`src/rtl/fetch_pkg.sv`:
```
//------------------------------------------------------------------------------
// Module : fetch_pkg
// Shared fetch/decoder constants, state encoding and branch-condition helper.
// Rev    : 1.0
//------------------------------------------------------------------------------
`default_nettype none

package fetch_pkg;

    localparam int LUT_IDX_W = 4;

    localparam logic [1:0] BR_NONE   = 2'b00;
    localparam logic [1:0] BR_SC     = 2'b01;
    localparam logic [1:0] BR_NSC    = 2'b10;
    localparam logic [1:0] BR_ALWAYS = 2'b11;

    localparam logic [8:0] NOP_INSTR  = 9'b001101111;
    localparam logic [8:0] HALT_INSTR = 9'b001101110;

    typedef enum logic [1:0] {
        ST_IDLE = 2'd0,
        ST_RUN  = 2'd1,
        ST_DONE = 2'd2
    } state_t;

    function automatic logic branch_taken(input logic [1:0] code, input logic flag);
        return (code == BR_ALWAYS) | ((code == BR_SC) & flag) | ((code == BR_NSC) & ~flag);
    endfunction

endpackage

`default_nettype wire

```
`src/rtl/branch_lut.sv`:
```
//------------------------------------------------------------------------------
// Module : branch_lut
// Branch-target register file: one write port, one combinational read port.
// Rev    : 1.0
//------------------------------------------------------------------------------
`default_nettype none

module branch_lut #(
    parameter int DEPTH = 16,
    parameter int AW    = 4,
    parameter int DW    = 10
) (
    input  logic          clk_i,
    input  logic          rst_i,
    input  logic          we_i,
    input  logic [AW-1:0] waddr_i,
    input  logic [DW-1:0] wdata_i,
    input  logic [AW-1:0] raddr_i,
    output logic [DW-1:0] rdata_o
);

    logic [DW-1:0] mem_q [DEPTH];

    always_ff @(posedge clk_i or posedge rst_i) begin
        if (rst_i) begin
            for (int i = 0; i < DEPTH; i++) begin
                mem_q[i] <= '0;
            end
        end else if (we_i) begin
            mem_q[waddr_i] <= wdata_i;
        end
    end

    // A write lands at the clock edge, so a same-cycle read sees the old entry.
    assign rdata_o = mem_q[raddr_i];

endmodule

`default_nettype wire

```
`src/rtl/instr_fetch.sv`:
```
//------------------------------------------------------------------------------
// Module : instr_fetch
// PC sequencer / fetch stage with branch-target LUT and run/done handshake.
// Rev    : 1.0
//------------------------------------------------------------------------------
`default_nettype none

module instr_fetch
    import fetch_pkg::*;
#(
    parameter int PC_W      = 10,
    parameter int INSTR_W   = 9,
    parameter int LUT_DEPTH = 16,
    parameter int CNT_W     = 16
) (
    input  logic                 Clk,
    input  logic                 Reset,
    input  logic                 start,
    input  logic                 stall,
    input  logic [1:0]           branch,
    input  logic [LUT_IDX_W-1:0] target_lut,
    input  logic                 sc_flag,
    input  logic                 lut_wr_en,
    input  logic [LUT_IDX_W-1:0] lut_wr_addr,
    input  logic [PC_W-1:0]      lut_wr_data,
    output logic [PC_W-1:0]      imem_addr,
    input  logic [INSTR_W-1:0]   imem_data,
    output logic [INSTR_W-1:0]   instr,
    output logic                 instr_valid,
    output logic                 done,
    output logic [CNT_W-1:0]     cycle_count
);

    localparam logic [INSTR_W-1:0] C_NOP  = INSTR_W'(NOP_INSTR);
    localparam logic [INSTR_W-1:0] C_HALT = INSTR_W'(HALT_INSTR);

    state_t           state_q, state_d;
    logic [PC_W-1:0]  pc_q, pc_d;
    logic [CNT_W-1:0] cnt_q, cnt_d;
    logic [PC_W-1:0]  lut_rdata;
    logic             lut_we;
    logic             is_halt;
    logic             taken;

    branch_lut #(
        .DEPTH (LUT_DEPTH),
        .AW    (LUT_IDX_W),
        .DW    (PC_W)
    ) u_lut (
        .clk_i   (Clk),
        .rst_i   (Reset),
        .we_i    (lut_we),
        .waddr_i (lut_wr_addr),
        .wdata_i (lut_wr_data),
        .raddr_i (target_lut),
        .rdata_o (lut_rdata)
    );

    assign is_halt = (imem_data == C_HALT);
    assign taken   = branch_taken(branch, sc_flag);

    always_ff @(posedge Clk or posedge Reset) begin
        if (Reset) begin
            state_q <= ST_IDLE;
            pc_q    <= '0;
            cnt_q   <= '0;
        end else begin
            state_q <= state_d;
            pc_q    <= pc_d;
            cnt_q   <= cnt_d;
        end
    end

    always_comb begin
        state_d = state_q;
        pc_d    = pc_q;
        cnt_d   = cnt_q;
        case (state_q)
            ST_IDLE, ST_DONE: begin
                if (start) begin
                    state_d = ST_RUN;
                    pc_d    = '0;
                    cnt_d   = '0;
                end
            end
            ST_RUN: begin
                if (!stall) begin
                    if (cnt_q != '1) begin
                        cnt_d = cnt_q + CNT_W'(1);
                    end
                    // HALT outranks any branch; PC stays on the HALT address.
                    if (is_halt) begin
                        state_d = ST_DONE;
                    end else if (taken) begin
                        pc_d = lut_rdata;
                    end else if (pc_q == '1) begin
                        state_d = ST_DONE;
                    end else begin
                        pc_d = pc_q + PC_W'(1);
                    end
                end
            end
            default: begin
                state_d = ST_IDLE;
            end
        endcase
    end

    always_comb begin
        instr_valid = (state_q == ST_RUN);
        done        = (state_q == ST_DONE);
        instr       = (state_q == ST_RUN) ? imem_data : C_NOP;
        lut_we      = lut_wr_en & (state_q != ST_RUN);
    end

    assign imem_addr   = pc_q;
    assign cycle_count = cnt_q;

endmodule

`default_nettype wire

```
`config.mk`:
```
export PLATFORM = sky130hd
export DESIGN_NAME = instr_fetch
export DESIGN_NICKNAME = d
export VERILOG_FILES = /design/src/rtl/fetch_pkg.sv /design/src/rtl/branch_lut.sv /design/src/rtl/instr_fetch.sv
export SDC_FILE = /design/constraint.sdc
export NUM_CORES = 1
export LEC_CHECK = 0
export BUFFER_PORTS_ARGS = -buffer_cell sky130_fd_sc_hd__buf_4
export CAP_MARGIN = 20
export CORE_AREA = 2 2 149 151
export CTS_CLUSTER_SIZE = 40
export DETAILED_ROUTE_END_ITERATION = 16
export DIE_AREA = 0 0 151 153
export PLACE_DENSITY_LB_ADDON = 0.12
export RECOVER_POWER = 50
export SLEW_MARGIN = 40
export SYNTH_ARGS = -nofsm -noshare
export SYNTH_HDL_FRONTEND = slang
export SYNTH_HIERARCHICAL = 1
export SYNTH_SLANG_ARGS = --single-unit
```
`constraint.sdc`:
```
create_clock -name Clk -period 7.5 [get_ports Clk]
set_clock_uncertainty 0.1 [all_clocks]
set_input_delay 1.5 -clock Clk [delete_from_list [all_inputs] [get_ports Clk]]
set_output_delay 1.5 -clock Clk [all_outputs]
set_load 0.01 [all_outputs]
```
### Yosys cells after proc, flatten, opt, wreduce, memory -nomap -nowiden

Cells that the tools add are included.

* bits in registers: 188
* latch bits: 0
* bits in writable memories: 0
* memory bits (read-only): 0
* output and inout port bits: 37
* word-level logic and storage cells: 78
* memories kept: 0

* add/sub/neg operators: 2
* $mul: 0
* divide/modulo/power cells: 0
* order comparisons: 3
* eq/ne operators: 16
* shifts and indexed selects: 0
* multiplexer cells: 23
* bitwise operators: 8
* reduce and logical (&&, ||, !) cells: 7

Operators with widths (number)
* bitwise mux 160 bit: 1
* 2-to-1 mux 10 bit: 8
* 2-to-1 mux 16 bit: 3
* binary-select mux 10 bit (select 4 bit): 1
* demux 10 bit (select 4 bit): 1
* case mux 16 bit (2 select lines): 1
* case mux 10 bit (2 select lines): 1
* adder 16 x 1 -> 16 bit (second input constant): 1
* != test 16 bit (second input constant): 1
* adder 10 x 1 -> 10 bit (second input constant): 1
* equality test 10 bit (second input constant): 1
* greater-or-equal comparator 5 bit (second input constant): 2
* 2-to-1 mux 2 bit: 5
* NOT 4 -> 5 bit: 2
* equality test 9 x 7 -> 1 bit (second input constant): 1
* 2-to-1 mux 9 bit: 1
* AND reduction 4 bit: 2
* equality test 2 bit (second input constant): 3
* != test 2 bit (second input constant): 3
* != test 3 bit (second input constant): 2
* < comparator 5 x 1 -> 1 bit (second input constant): 1
* AND reduction 5 bit: 1
* equality test 2 x 1 -> 1 bit (second input constant): 2
* != test 2 x 1 -> 1 bit (second input constant): 2
* 9 further kinds: 12

### Depth between registers and ports, before layout

* depth after elaboration: 8
* gate-level depth with buffers: 8
* gate-level depth less buffers: 6

### Modules after synthesis

Netlist, hierarchy kept.

By module, submodules not included
* branch_lut: times used 1, cells an instance 452, area an instance 7407.1 µm², seq. area each 4003.8 µm²
* instr_fetch: times used 1, cells an instance 205, area an instance 1856.8 µm², seq. area each 700.7 µm²

### Worst setup path after synthesis

No wires, ideal clock.

* path type: input port to output port
* from: input port imem_data[0]
* to: output port instr[0]
* data arrival time: 1659 ps
* required time: 5900 ps
* setup slack: 4241 ps
* cell stages on the path: 1
* cell sequence: nand2b_1

* cells in the longest elaborated chain, start to end: 1

RTL lines
* from (decl): RTL line instr_fetch.sv:27 `input logic [INSTR_W-1:0] imem_data,`
* 2-to-1 mux 9 bit: RTL line instr_fetch.sv:112 `instr = (state_q == ST_RUN) ? imem_data : C_NOP;`
* to (decl): RTL line instr_fetch.sv:28 `output logic [INSTR_W-1:0] instr,`

No other way between the ends.

==> flow_summary.yaml <==
cells_and_area:
  final_cells: 1006
  insertedDiodeCount: 0
  drive_above_1_share: 0.401
  stdcell_area_um2: 10500
  area_delta_synth_final_pct: 13.7
  multiInputGateArea_um2: 4330
  fillCellCount: 1917
  nets: 750
  seqCellArea_um2: 4700
logic_synthesis:
  synth_area_leaders: "dfrtp_1 (51%), mux2_2 (14%), mux4_2 (9.7%), mux2_4 (4.9%), a22o_1 (1.8%)"
  synth_seq_area_share: 0.508
  ys_seq_elements: 188
  synth_nets: 694
  syn_inst: 657
  avgSynthCellArea_um2: 14.1
  synth_ff_type: "dfrtp_1"
  ys_types: 60
  synthesis.area_um2: 9260
  async_reset_ff_frac: 1.00
  yosys.area.top_type_share: 0.508
  yosys_warnings: 6
  synth_edf_count: 0
  synth_area_leader_cell: "dfrtp_1"
global_routing:
  use_met3: 0.0304
  grt_max_degree: 105
  grt_pass1_wl_um: 36000
  grt_pass1_vias: 6187
  grtUsageTotal: 0.208
  grt-ovfl-total: 0
  antenna_found_initial: 0
  grtUsageMet1: 0.270
  use_met2: 0.358
  top_usage_layer: "met2"
critical_path:
  critPathMaxStageDelay_ps: 2550
  cp.required_ps: 7890
  path_class: "input port to async pin"
  cp_top_family: "buffers and inverters"
  cp-end-kind: "async pin"
  startpoint_type: "input port"
  worstPathArrival_ps: 5120
  cp_cell_sequence: "clkbuf_1, clkinvlp_2, buf_4"
  crit_fanout: 104
  worst-path-buf-inv: 3
  slowest_stage: "clkinvlp_2"
floorplan:
  rows: 54
  dieArea_um2: 23100
  die_w_um: 151
  io_pins: 72
  core_area_um2: 21500
  die_h_um: 153
  initial_core_util: 0.431
timing:
  slew_violations: 105
  period_needed_ps: 4730
  post-route-period-util: 0.630
  clock.fmax_mhz: 212
  rsz0062_at_grt: "false"
  slew-limit-headroom: -2.07
  finalSetupViolations: 0
  whs_ps: 381
  fin_ws_ps: 2770
  tightest_slew_ps: 4590
  setup_tns_ps: 0
  hold_viol_final: 0
power:
  leakagePower_nw: 4.78
  p_per_area_nw_per_um2: 269
  peakVddDrop_mv: 0.162
clock_network:
  cts-hold-fix-buffers: 0
  path_clk_slew_ps: 60
  post-cts-setup-buffers: 0
  h-tree-depth: 4
  clockBufferDepth: 2
  numCtsBuffers: 17
  cts_sinks: 188
  root_buffer: "clkbuf_16"
  cts_resized: 0
  insertion_delay_ps: 430
  cts_tree: "done"
drt:
  routed_via_density: 5.86
  finalWirelength_um: 22800
  drt_iter0_markers: 304
  firstDrtPassIters: 4
  drcViolationCount: 0
  vias: 5891
  routedWlPerCell_um: 22.7
  ant_nets: 0
placed_design:
  placed_area_um2: 10000
  dp_hpwl_um: 14300
  place_inst: 974
  io_buffers: 71
  place_ws_ps: 3690
  place_congestion: 0.764
outcome:
  violations: "max-capacitance violations, max-slew violations"
  status: "finished, violations left"
flow_run:
  max_cap_viol_count: 1
min_path:
  min_path_type: "flop to flop"
==> per-layer routing <==
layer  vias to the layer above  wire length, um
met3                        23             1180
li1                       2622                -
met1                      3111             9480
met5                         -                0
met4                         0              397
met2                       135            11800
==> logic make-up after synthesis <==
logic type,synth area share
AO/OA/AOI/OAI,0.0670
XOR/XNOR,0.00284
adder cells (fa/ha/maj),0.00270
buffers and inverters,0.0262
flip-flops,0.508
multiplexers,0.308
AND/OR/NAND/NOR,0.0850
==> worst reg2reg max path, stage by stage (launching register included) <==
cell	delay (ps)
dfrtp_1	360
nand2b_1	490
and2_0	400
nand3_1	210
nor2_1	1060
mux2_2	440
==> layout by cell type (no fill, tap or decap), types with 3 or more instances in the layout <==
cell,netlist,layout
nor2_1,8,9
clkbuf_1,16,28
a22oi_1,20,20
and2_1,5,4
a221o_1,3,3
mux2_4,30,30
a32o_1,3,3
mux2_2,118,118
bufinv_16,0,3
nor4_1,6,6
mux2_1,14,14
nand3_1,14,14
o21ai_0,14,14
buf_4,2,50
clkbuf_16,0,17
mux4_2,40,40
nand2_1,29,30
inv_1,7,6
nand2b_1,12,12
dfrtp_1,188,188
a22o_1,19,19
nand4_1,6,6
nor2b_1,7,6
clkinv_4,0,5
o221ai_1,4,4
o211ai_1,5,5
nor3_1,9,9
or3_1,5,4
==> registers in the layout, summed over array words and instances (netlist names) <==
signal / count
u_lut/mem_q: 160
cycle_count: 16
imem_addr: 10
state_q: 2
==> through the flow <==
step | util | total power [mW]
after CTS | 0.496 | 2.88
after global placement | 0.466 | 1.90
after global routing | 0.490 | 2.99
after detailed placement | 0.467 | 1.93
final | 0.490 | 2.84
after floorplan | - | 1.73
==> where the power goes <==
part,leakage [nW],switching [mW],internal [mW]
Combinational,1.98,0.241,0.314
Clock,0.297,0.398,0.546
Sequential,2.50,0.132,1.21
==> synth_stat cells, drive strengths merged, types with 2 or more instances <==
| master | count |
|---|---|
| xor2 | 2 |
| nand3b | 2 |
| a32o | 3 |
| inv | 7 |
| a31oi | 2 |
| nor2 | 12 |
| o211ai | 5 |
| nand2b | 13 |
| nand4 | 6 |
| a22oi | 20 |
| and2 | 5 |
| nor4b | 2 |
| mux2 | 162 |
| nor3b | 2 |
| o21ai | 15 |
| nand2 | 30 |
| clkbuf | 16 |
| mux4 | 40 |
| o221ai | 5 |
| or2 | 2 |
| nor4 | 9 |
| or4 | 4 |
| or3 | 5 |
| a22o | 19 |
| a221o | 3 |
| nand4bb | 2 |
| o31ai | 2 |
| dfrtp | 188 |
| buf | 26 |
| nand3 | 15 |
| nor3 | 10 |
| nor2b | 7 |
| mux2i | 2 |
| and3 | 2 |
| ha | 2 |
==> final cells by class <==
type,count,area share
Clock buffer,20,0.0434
Tap cell,280,0.0333
Inverter,7,0.00261
Clock inverter,12,0.0154
Sequential cell,188,0.447
Timing Repair Buffer,79,0.0471
Multi-Input combinational cell,420,0.411
==> worst paths after layout <==
kind                                         startpoint                            to  slack [ps]  cells after the start
setup / recovery                                  Reset   u_lut/mem_q[20]$_DFFE_PP0P_        2770                      3
hold / removal             u_lut/mem_q[136]$_DFFE_PP0P_  u_lut/mem_q[136]$_DFFE_PP0P_         380                      1
setup reg to reg                 state_q[1]$_DFFE_PP0P_    u_lut/mem_q[3]$_DFFE_PP0P_        4330                      5
hold reg to reg            u_lut/mem_q[136]$_DFFE_PP0P_  u_lut/mem_q[136]$_DFFE_PP0P_         380                      1
max in group Clk                 state_q[1]$_DFFE_PP0P_                      instr[8]        3650                      4
min in group asynchronous                         Reset      imem_addr[9]$_DFFE_PP0P_        1280                      2
No activity file was read; power rests on OpenSTA's default activity.
